$ cat config.mk
export PLATFORM = sky130hd
export DESIGN_NAME = mem_access_unit_flat
export DESIGN_NICKNAME = d
export VERILOG_FILES = /design/src/rtl/mem_access_unit_pkg.sv /design/src/rtl/mem_access_unit_if.sv /design/src/rtl/mem_access_unit_load_extend.sv /design/src/rtl/mem_access_unit.sv /design/src/flat_wrapper.sv
export SDC_FILE = /design/constraint.sdc
export NUM_CORES = 1
export LEC_CHECK = 0
export CAP_MARGIN = 20
export CORE_UTILIZATION = 31
export DETAILED_ROUTE_END_ITERATION = 8
export PLACE_DENSITY = 0.57
export SLEW_MARGIN = 20
export SYNTH_ARGS = -nofsm -noshare
export SYNTH_HDL_FRONTEND = slang
export SYNTH_SLANG_ARGS = --single-unit
$ cat constraint.sdc
create_clock -name clk -period 3.1 [get_ports clk]
set_input_delay 0.62 -clock clk [delete_from_list [all_inputs] [get_ports clk]]
set_output_delay 0.62 -clock clk [all_outputs]
set_load 0.005 [all_outputs]
$ cat src/rtl/mem_access_unit_pkg.sv
// Shared load/store opcodes, FSM states and byte-enable patterns
// for the memory access stage.
package mem_access_unit_pkg;

  localparam logic [5:0] ALU_LB  = 6'd16;
  localparam logic [5:0] ALU_LH  = 6'd17;
  localparam logic [5:0] ALU_LW  = 6'd18;
  localparam logic [5:0] ALU_LBU = 6'd19;
  localparam logic [5:0] ALU_LHU = 6'd20;
  localparam logic [5:0] ALU_SB  = 6'd21;
  localparam logic [5:0] ALU_SH  = 6'd22;
  localparam logic [5:0] ALU_SW  = 6'd23;

  localparam logic [3:0] DMEM_BE_NONE = 4'b0000;
  localparam logic [3:0] DMEM_BE_BYTE = 4'b0001;
  localparam logic [3:0] DMEM_BE_HALF = 4'b0011;
  localparam logic [3:0] DMEM_BE_WORD = 4'b1111;

  typedef enum logic [1:0] {
    MEM_IDLE = 2'd0,
    MEM_REQ  = 2'd1,
    MEM_RESP = 2'd2
  } mem_state_t;

  typedef enum logic [1:0] {
    SZ_B = 2'd0,
    SZ_H = 2'd1,
    SZ_W = 2'd2
  } mem_size_t;

  function automatic logic is_load(input logic [5:0] c);
    return c inside {ALU_LB, ALU_LH, ALU_LW, ALU_LBU, ALU_LHU};
  endfunction

  function automatic logic is_store(input logic [5:0] c);
    return c inside {ALU_SB, ALU_SH, ALU_SW};
  endfunction

  function automatic mem_size_t op_size(input logic [5:0] c);
    if (c inside {ALU_LB, ALU_LBU, ALU_SB}) return SZ_B;
    if (c inside {ALU_LH, ALU_LHU, ALU_SH}) return SZ_H;
    return SZ_W;
  endfunction

endpackage

$ cat src/rtl/mem_access_unit_if.sv
// Execute-side request, data-memory port and writeback response
// of the memory access stage, bundled as one interface.
interface mem_access_unit_if;
  logic        req_valid;
  logic        req_ready;
  logic [5:0]  alucode;
  logic [31:0] addr;
  logic [31:0] wdata;
  logic        dmem_req;
  logic        dmem_we;
  logic [3:0]  dmem_be;
  logic [31:0] dmem_addr;
  logic [31:0] dmem_wdata;
  logic        dmem_ack;
  logic [31:0] dmem_rdata;
  logic        resp_valid;
  logic [31:0] resp_data;
  logic        resp_err;

  modport slave (
    input  req_valid, alucode, addr, wdata,
    input  dmem_ack, dmem_rdata,
    output req_ready,
    output dmem_req, dmem_we, dmem_be,
    output dmem_addr, dmem_wdata,
    output resp_valid, resp_data, resp_err
  );

  modport master (
    output req_valid, alucode, addr, wdata,
    output dmem_ack, dmem_rdata,
    input  req_ready,
    input  dmem_req, dmem_we, dmem_be,
    input  dmem_addr, dmem_wdata,
    input  resp_valid, resp_data, resp_err
  );
endinterface

$ cat src/rtl/mem_access_unit_load_extend.sv
// Selects the loaded byte/half from a read word and sign- or
// zero-extends it; words and non-loads pass the word through.
module load_extend
  import mem_access_unit_pkg::*;
(
  input  logic [5:0]  alucode,
  input  logic [1:0]  lane,
  input  logic [31:0] rdata,
  output logic [31:0] data
);

  logic [7:0]  b;
  logic [15:0] h;

  always_comb begin
    b    = rdata[8*lane +: 8];
    h    = rdata[16*lane[1] +: 16];
    data = rdata;
    unique case (1'b1)
      alucode == ALU_LB:  data = {{24{b[7]}}, b};
      alucode == ALU_LBU: data = {24'b0, b};
      alucode == ALU_LH:  data = {{16{h[15]}}, h};
      alucode == ALU_LHU: data = {16'b0, h};
      default:            data = rdata;
    endcase
  end

endmodule

$ cat src/rtl/mem_access_unit.sv
// Load/store stage: req/ack data-memory access with timeout.
// MEM_ALIGN_TRAP_EN: trap misaligned accesses instead of masking.
module mem_access_unit
  import mem_access_unit_pkg::*;
#(
  parameter int TIMEOUT = 255
) (
  input logic         clk,
  input logic         rst_n,
  mem_access_unit_if.slave bus
);

  localparam int CW = $clog2(TIMEOUT + 1);

  mem_state_t  state, state_nxt;
  mem_size_t   sz;
  logic [CW-1:0] cnt;
  logic [5:0]  op_q;
  logic [1:0]  lane_q, lane_d;
  logic [3:0]  be_d;
  logic [31:0] wd_d, ext;
  logic        accept, trap, timeout;

  assign bus.req_ready  = (state == MEM_IDLE);
  assign bus.dmem_req   = (state == MEM_REQ);
  assign bus.resp_valid = (state == MEM_RESP);

  always_comb begin
    sz     = op_size(bus.alucode);
    accept = bus.req_valid && (state == MEM_IDLE) &&
             (is_load(bus.alucode) || is_store(bus.alucode));
`ifdef MEM_ALIGN_TRAP_EN
    lane_d = bus.addr[1:0];
    trap   = ((sz == SZ_H) && bus.addr[0]) ||
             ((sz == SZ_W) && (|bus.addr[1:0]));
`else
    trap   = 1'b0;
    lane_d = bus.addr[1:0];
    if (sz == SZ_H) lane_d = {bus.addr[1], 1'b0};
    if (sz == SZ_W) lane_d = 2'b00;
`endif
    be_d = DMEM_BE_WORD;
    wd_d = bus.wdata;
    unique case (sz)
      SZ_B: begin
        be_d = DMEM_BE_BYTE << lane_d;
        wd_d = {4{bus.wdata[7:0]}};
      end
      SZ_H: begin
        be_d = DMEM_BE_HALF << {lane_d[1], 1'b0};
        wd_d = {2{bus.wdata[15:0]}};
      end
      default: begin
        be_d = DMEM_BE_WORD;
        wd_d = bus.wdata;
      end
    endcase
    timeout = (cnt == CW'(TIMEOUT - 1));
  end

  always_comb begin
    state_nxt = state;
    unique case (state)
      MEM_IDLE:
        if (accept) state_nxt = trap ? MEM_RESP : MEM_REQ;
      MEM_REQ:
        if (bus.dmem_ack || timeout) state_nxt = MEM_RESP;
      default:
        state_nxt = MEM_IDLE;
    endcase
  end

  always_ff @(posedge clk or negedge rst_n) begin
    if (!rst_n) state <= MEM_IDLE;
    else        state <= state_nxt;
  end

  load_extend u_ext (
    .alucode (op_q),
    .lane    (lane_q),
    .rdata   (bus.dmem_rdata),
    .data    (ext)
  );

  always_ff @(posedge clk or negedge rst_n) begin
    if (!rst_n) begin
      cnt            <= '0;
      op_q           <= '0;
      lane_q         <= '0;
      bus.dmem_we    <= 1'b0;
      bus.dmem_be    <= DMEM_BE_NONE;
      bus.dmem_addr  <= '0;
      bus.dmem_wdata <= '0;
      bus.resp_data  <= '0;
      bus.resp_err   <= 1'b0;
    end else if (accept) begin
      cnt            <= '0;
      op_q           <= bus.alucode;
      lane_q         <= lane_d;
      bus.dmem_we    <= is_store(bus.alucode);
      bus.dmem_be    <= be_d;
      bus.dmem_addr  <= {bus.addr[31:2], 2'b00};
      bus.dmem_wdata <= wd_d;
      bus.resp_data  <= '0;
      bus.resp_err   <= trap;
    end else if (state == MEM_REQ) begin
      cnt <= cnt + 1'b1;
      // ack wins over a timeout landing in the same cycle
      if (bus.dmem_ack) begin
        bus.resp_data <= bus.dmem_we ? '0 : ext;
        bus.resp_err  <= 1'b0;
      end else if (timeout) begin
        bus.resp_data <= '0;
        bus.resp_err  <= 1'b1;
      end
    end
  end

endmodule

$ cat src/flat_wrapper.sv
// flat-port wrapper written by rule: the top's interface ports become plain ports
module mem_access_unit_flat import mem_access_unit_pkg::*;
#(
  parameter int TIMEOUT = 255
)
  (clk, rst_n, bus_req_valid, bus_alucode, bus_addr, bus_wdata, bus_dmem_ack, bus_dmem_rdata, bus_req_ready, bus_dmem_req, bus_dmem_we, bus_dmem_be, bus_dmem_addr, bus_dmem_wdata, bus_resp_valid, bus_resp_data, bus_resp_err);
  mem_access_unit_if bus_i ();
  input logic clk;
  input logic rst_n;
  input wire logic [$bits(bus_i.req_valid)-1:0] bus_req_valid;
  input wire logic [$bits(bus_i.alucode)-1:0] bus_alucode;
  input wire logic [$bits(bus_i.addr)-1:0] bus_addr;
  input wire logic [$bits(bus_i.wdata)-1:0] bus_wdata;
  input wire logic [$bits(bus_i.dmem_ack)-1:0] bus_dmem_ack;
  input wire logic [$bits(bus_i.dmem_rdata)-1:0] bus_dmem_rdata;
  output wire logic [$bits(bus_i.req_ready)-1:0] bus_req_ready;
  output wire logic [$bits(bus_i.dmem_req)-1:0] bus_dmem_req;
  output wire logic [$bits(bus_i.dmem_we)-1:0] bus_dmem_we;
  output wire logic [$bits(bus_i.dmem_be)-1:0] bus_dmem_be;
  output wire logic [$bits(bus_i.dmem_addr)-1:0] bus_dmem_addr;
  output wire logic [$bits(bus_i.dmem_wdata)-1:0] bus_dmem_wdata;
  output wire logic [$bits(bus_i.resp_valid)-1:0] bus_resp_valid;
  output wire logic [$bits(bus_i.resp_data)-1:0] bus_resp_data;
  output wire logic [$bits(bus_i.resp_err)-1:0] bus_resp_err;
  assign bus_i.req_valid = bus_req_valid;
  assign bus_i.alucode = bus_alucode;
  assign bus_i.addr = bus_addr;
  assign bus_i.wdata = bus_wdata;
  assign bus_i.dmem_ack = bus_dmem_ack;
  assign bus_i.dmem_rdata = bus_dmem_rdata;
  assign bus_req_ready = bus_i.req_ready;
  assign bus_dmem_req = bus_i.dmem_req;
  assign bus_dmem_we = bus_i.dmem_we;
  assign bus_dmem_be = bus_i.dmem_be;
  assign bus_dmem_addr = bus_i.dmem_addr;
  assign bus_dmem_wdata = bus_i.dmem_wdata;
  assign bus_resp_valid = bus_i.resp_valid;
  assign bus_resp_data = bus_i.resp_data;
  assign bus_resp_err = bus_i.resp_err;
  mem_access_unit #(.TIMEOUT(TIMEOUT)) u_core (.clk(clk), .rst_n(rst_n), .bus(bus_i));
endmodule
==> impl_metrics.csv <==
group,metric,value,unit
power,cellLeakagePower,3.55,nW
critical_path,slowest_stage,"clkdlybuf4s50_1",
critical_path,setup.worst_path.start_class,"flip-flop",
synth,ys.warnings.count,0,
global_route,antenna_found_initial,0,
placed_design,io_buffers,208,
synth,ys_ff_latch,118,
critical_path,critPathCaptureType,"output pin",
global_route,grt_use_met3,0.0797,
synth,synth_top_cell_by_area,"dfrtp_1",
cts,path_clk_slew,0.05,ns
drt,drc,0,
cells_and_area,fin_area,0.00836,mm^2
cts,worst_skew_pair.late_latency,0.41,ns
drt,drt-total-wl,17700,um
drt,vias,4906,
cts,cts_buffer_depth,2,
critical_path,path_class,"flip-flop to output pin",
floorplanning,core,0.0173,mm^2
synth,synth_simple_gate_area_share,0.163,
cells_and_area,instances_no_fill,989,
placed_design,routabilityCongestion,0.853,
synth,ys.flop_type,"dfrtp_1",
critical_path,r2r-end,"u_core.bus.resp_data[5]",
floorplanning,die_w,135,um
cells_and_area,area_growth_syn_to_layout,51.9,%
cts,cts_buffers,17,
timing,finClkSkew,0.00314,ns
timing,setup_ws,0.564,ns
global_route,grt_max_degree,78,
floorplanning,rows,48,
power,p_per_area,680,mW/mm^2
drt,ant_nets,0,
placed_design,place.detailed.hpwl,12700,um
critical_path,critPathBufInv,2,
cts,post_cts_resized,0,
cells_and_area,final_common_cell,"clkdlybuf4s50_1",
power,peakVddDrop,387,uV
synth,synth_compound_area_frac,0.178,
synth,yosys-top-cells-area,"dfrtp_1, nand2_1, mux2i_1, o21ai_0, a221o_1",
cts,cts-root-buf,"clkbuf_16",
synth,synth_edf_count,0,
timing,worst_pin_slew,0.843,ns
cells_and_area,final_net_count,861,
floorplanning,die_y,135,um
critical_path,ff2ff_setup_slack,0.95,ns
drt,vias_per_cell,4.96,
timing,finalSetupViolations,0,
critical_path,cp_cell_sequence,"nand2b_1 > clkinv_1 > clkdlybuf4s50_1",
drt,dr.first_iter.drc_count,215,
synth,synth_top_area_share,0.536,
timing,max_freq,394,MHz
critical_path,max_stage_delay,0.54,ns
cts,cts_tree,"built",
synth,syn_area_per_cell,9.90,um^2
placed_design,postPlaceCellArea,0.00780,mm^2
floorplanning,start_util,0.318,
cts,post-cts-setup-buffers,0,
cells_and_area,layout-drive-gt1-share,0.0838,
global_route,grtUsageMet2,0.327,
global_route,grt_overflow,0,
synth,synth-seq-area-share,0.536,
run_status,status,"complete, no violations",
timing,fin_setup_tns,0,ns
synth,synth_top_family_by_area,"compound AO/OA/AOI/OAI gates",
cts,htreeDepth,4,
timing,hold_ws,0.215,ns
worst_hold_path,hp-class,"primary input to async pin",
critical_path,crit_required,2.48,ns
critical_path,timing.rr.start,"u_core.state[0]",
cells_and_area,antenna_cells,0,
global_route,grt_first_pass_wirelength,28200,um
synth,yosysUniqueCellTypes,51,
synth,synthesis.area,0.00550,mm^2
synth,syn-instance-count,556,
drt,routedWlPerCell,17.9,um
critical_path,ff2ff_path_depth,5,
global_route,grt_usage,0.203,
global_route,busiest_layer,"met2",
timing,slew_headroom,0.438,
flow_run,cap_violations,0,
floorplanning,fp.dieArea,0.0183,mm^2
cts,cts.sinks,118,
placed_design,post-place-cells,959,
timing,rsz0062_at_grt,"no",
drt,first_pass_iters,4,
synth,synth_xor_area_frac,0.0143,
placed_design,preCtsSetupSlack,0.448,ns
global_route,grtUsageMet1,0.244,
timing,drv_slew,0,
global_route,grt_pass1_vias,5156,
synth,synthMuxAreaShare,0.0646,
critical_path,critPathArrivalTime,1.92,ns
synth,yosys.area_share.adder,0.00455,
cts,cts_hold_buf,0,
synth,ys_async_sr_fraction,1.00,
critical_path,critPathTopFamily,"buffers and inverters",
timing,layout_min_cycle_time,2.54,ns
timing,final_hold_viol_count,0,
critical_path,cp_max_fo,8,
cells_and_area,layout_common_cells,"clkdlybuf4s50_1, nand2_1, dfrtp_1",
timing,fin_crit_sh,0.818,
floorplanning,ios,211,
-- state kept, by name, summed over array words and instances, names as in the netlist --
name / count
u_core.bus.dmem_wdata: 32
u_core.bus.resp_data: 32
u_core.bus.dmem_addr: 30
u_core.cnt: 8
u_core.op_q: 6
u_core.bus.dmem_be: 4
u_core.lane_q: 2
u_core.state: 2
u_core.bus.dmem_we: 1
u_core.bus.resp_err: 1
-- routing by layer --
metal	part of all wire	vias to the layer above
met5	0	-
met4	0.019	0
met3	0.098	25
met2	0.47	204
met1	0.42	2330
li1	-	2347
-- kinds of logic (layout without fill, tap and decap cells) --
kind of cell	after synthesis	after routing
AOI/OAI and AO/OA	133	133
xor gates and xnor gates	9	9
adders and majority gates	2	2
buffers and inverters	50	257
DFF	118	118
muxes	33	33
other	1	2
and+or+nand+nor	210	210
-- stage by stage --
step	util	total power [W]
after CTS	0.484	0.00576
after global placement	0.451	0.00378
after global routing	0.484	0.00602
after detailed placement	0.451	0.00382
final	0.484	0.00568
after floorplan	-	0.00276
-- cell type report --
type                       count  area [um^2]
tap                          225          282
fill                        1600         8930
clock inverter                 4         70.1
clock buffer                  26          489
sequential                   118         2950
inverter                       8         30.0
multi-input combinational    389         2360
timing repair buffer         219         2170
-- worst max path at each step --
stage	startpoint	cells past startpoint	end
detailed placement	bus_alucode[4]	5	u_core.bus.dmem_wdata[9]
finish	u_core.state[0]	3	bus_dmem_req
global route	u_core.state[0]	3	bus_dmem_req
global placement	bus_alucode[4]	6	u_core.bus.resp_data[1]
floorplan	bus_alucode[3]	7	u_core.bus.dmem_addr[10]
CTS	u_core.state[0]	3	bus_dmem_req
-- cell usage after synthesis (all sizes together) (2+ instances only) --
master / n
clkbuf: 28
nand2b: 4
xor2: 4
a211o: 2
nor3: 6
nor4: 2
a21oi: 27
ha: 2
o21ai: 38
dfrtp: 118
o221a: 7
mux2i: 22
nor2: 27
a31oi: 8
mux2: 10
and2: 5
or3b: 3
nand2: 140
a221o: 16
inv: 7
nand3: 13
or3: 3
nor3b: 2
xnor2: 5
o2bb2ai: 16
a22o: 4
buf: 14
a221oi: 9
-- worst register-to-register path, stage by stage (launching register included) --
cell and delay, ns:
dfrtp_1 0.40, nand2b_1 0.23, clkinv_1 0.33, a21oi_4 0.70, buf_4 0.31, o2bb2ai_2 0.11
-- power by group --
| part | total, W | switching, W | internal, W |
|---|---|---|---|
| combinational | 0.00162 | 0.000624 | 0.00100 |
| sequential | 0.00216 | 0.000251 | 0.00191 |
| clock | 0.00189 | 0.000659 | 0.00124 |
| total | 0.00568 | 0.00153 | 0.00415 |
(Power assumes the default switching activity.)
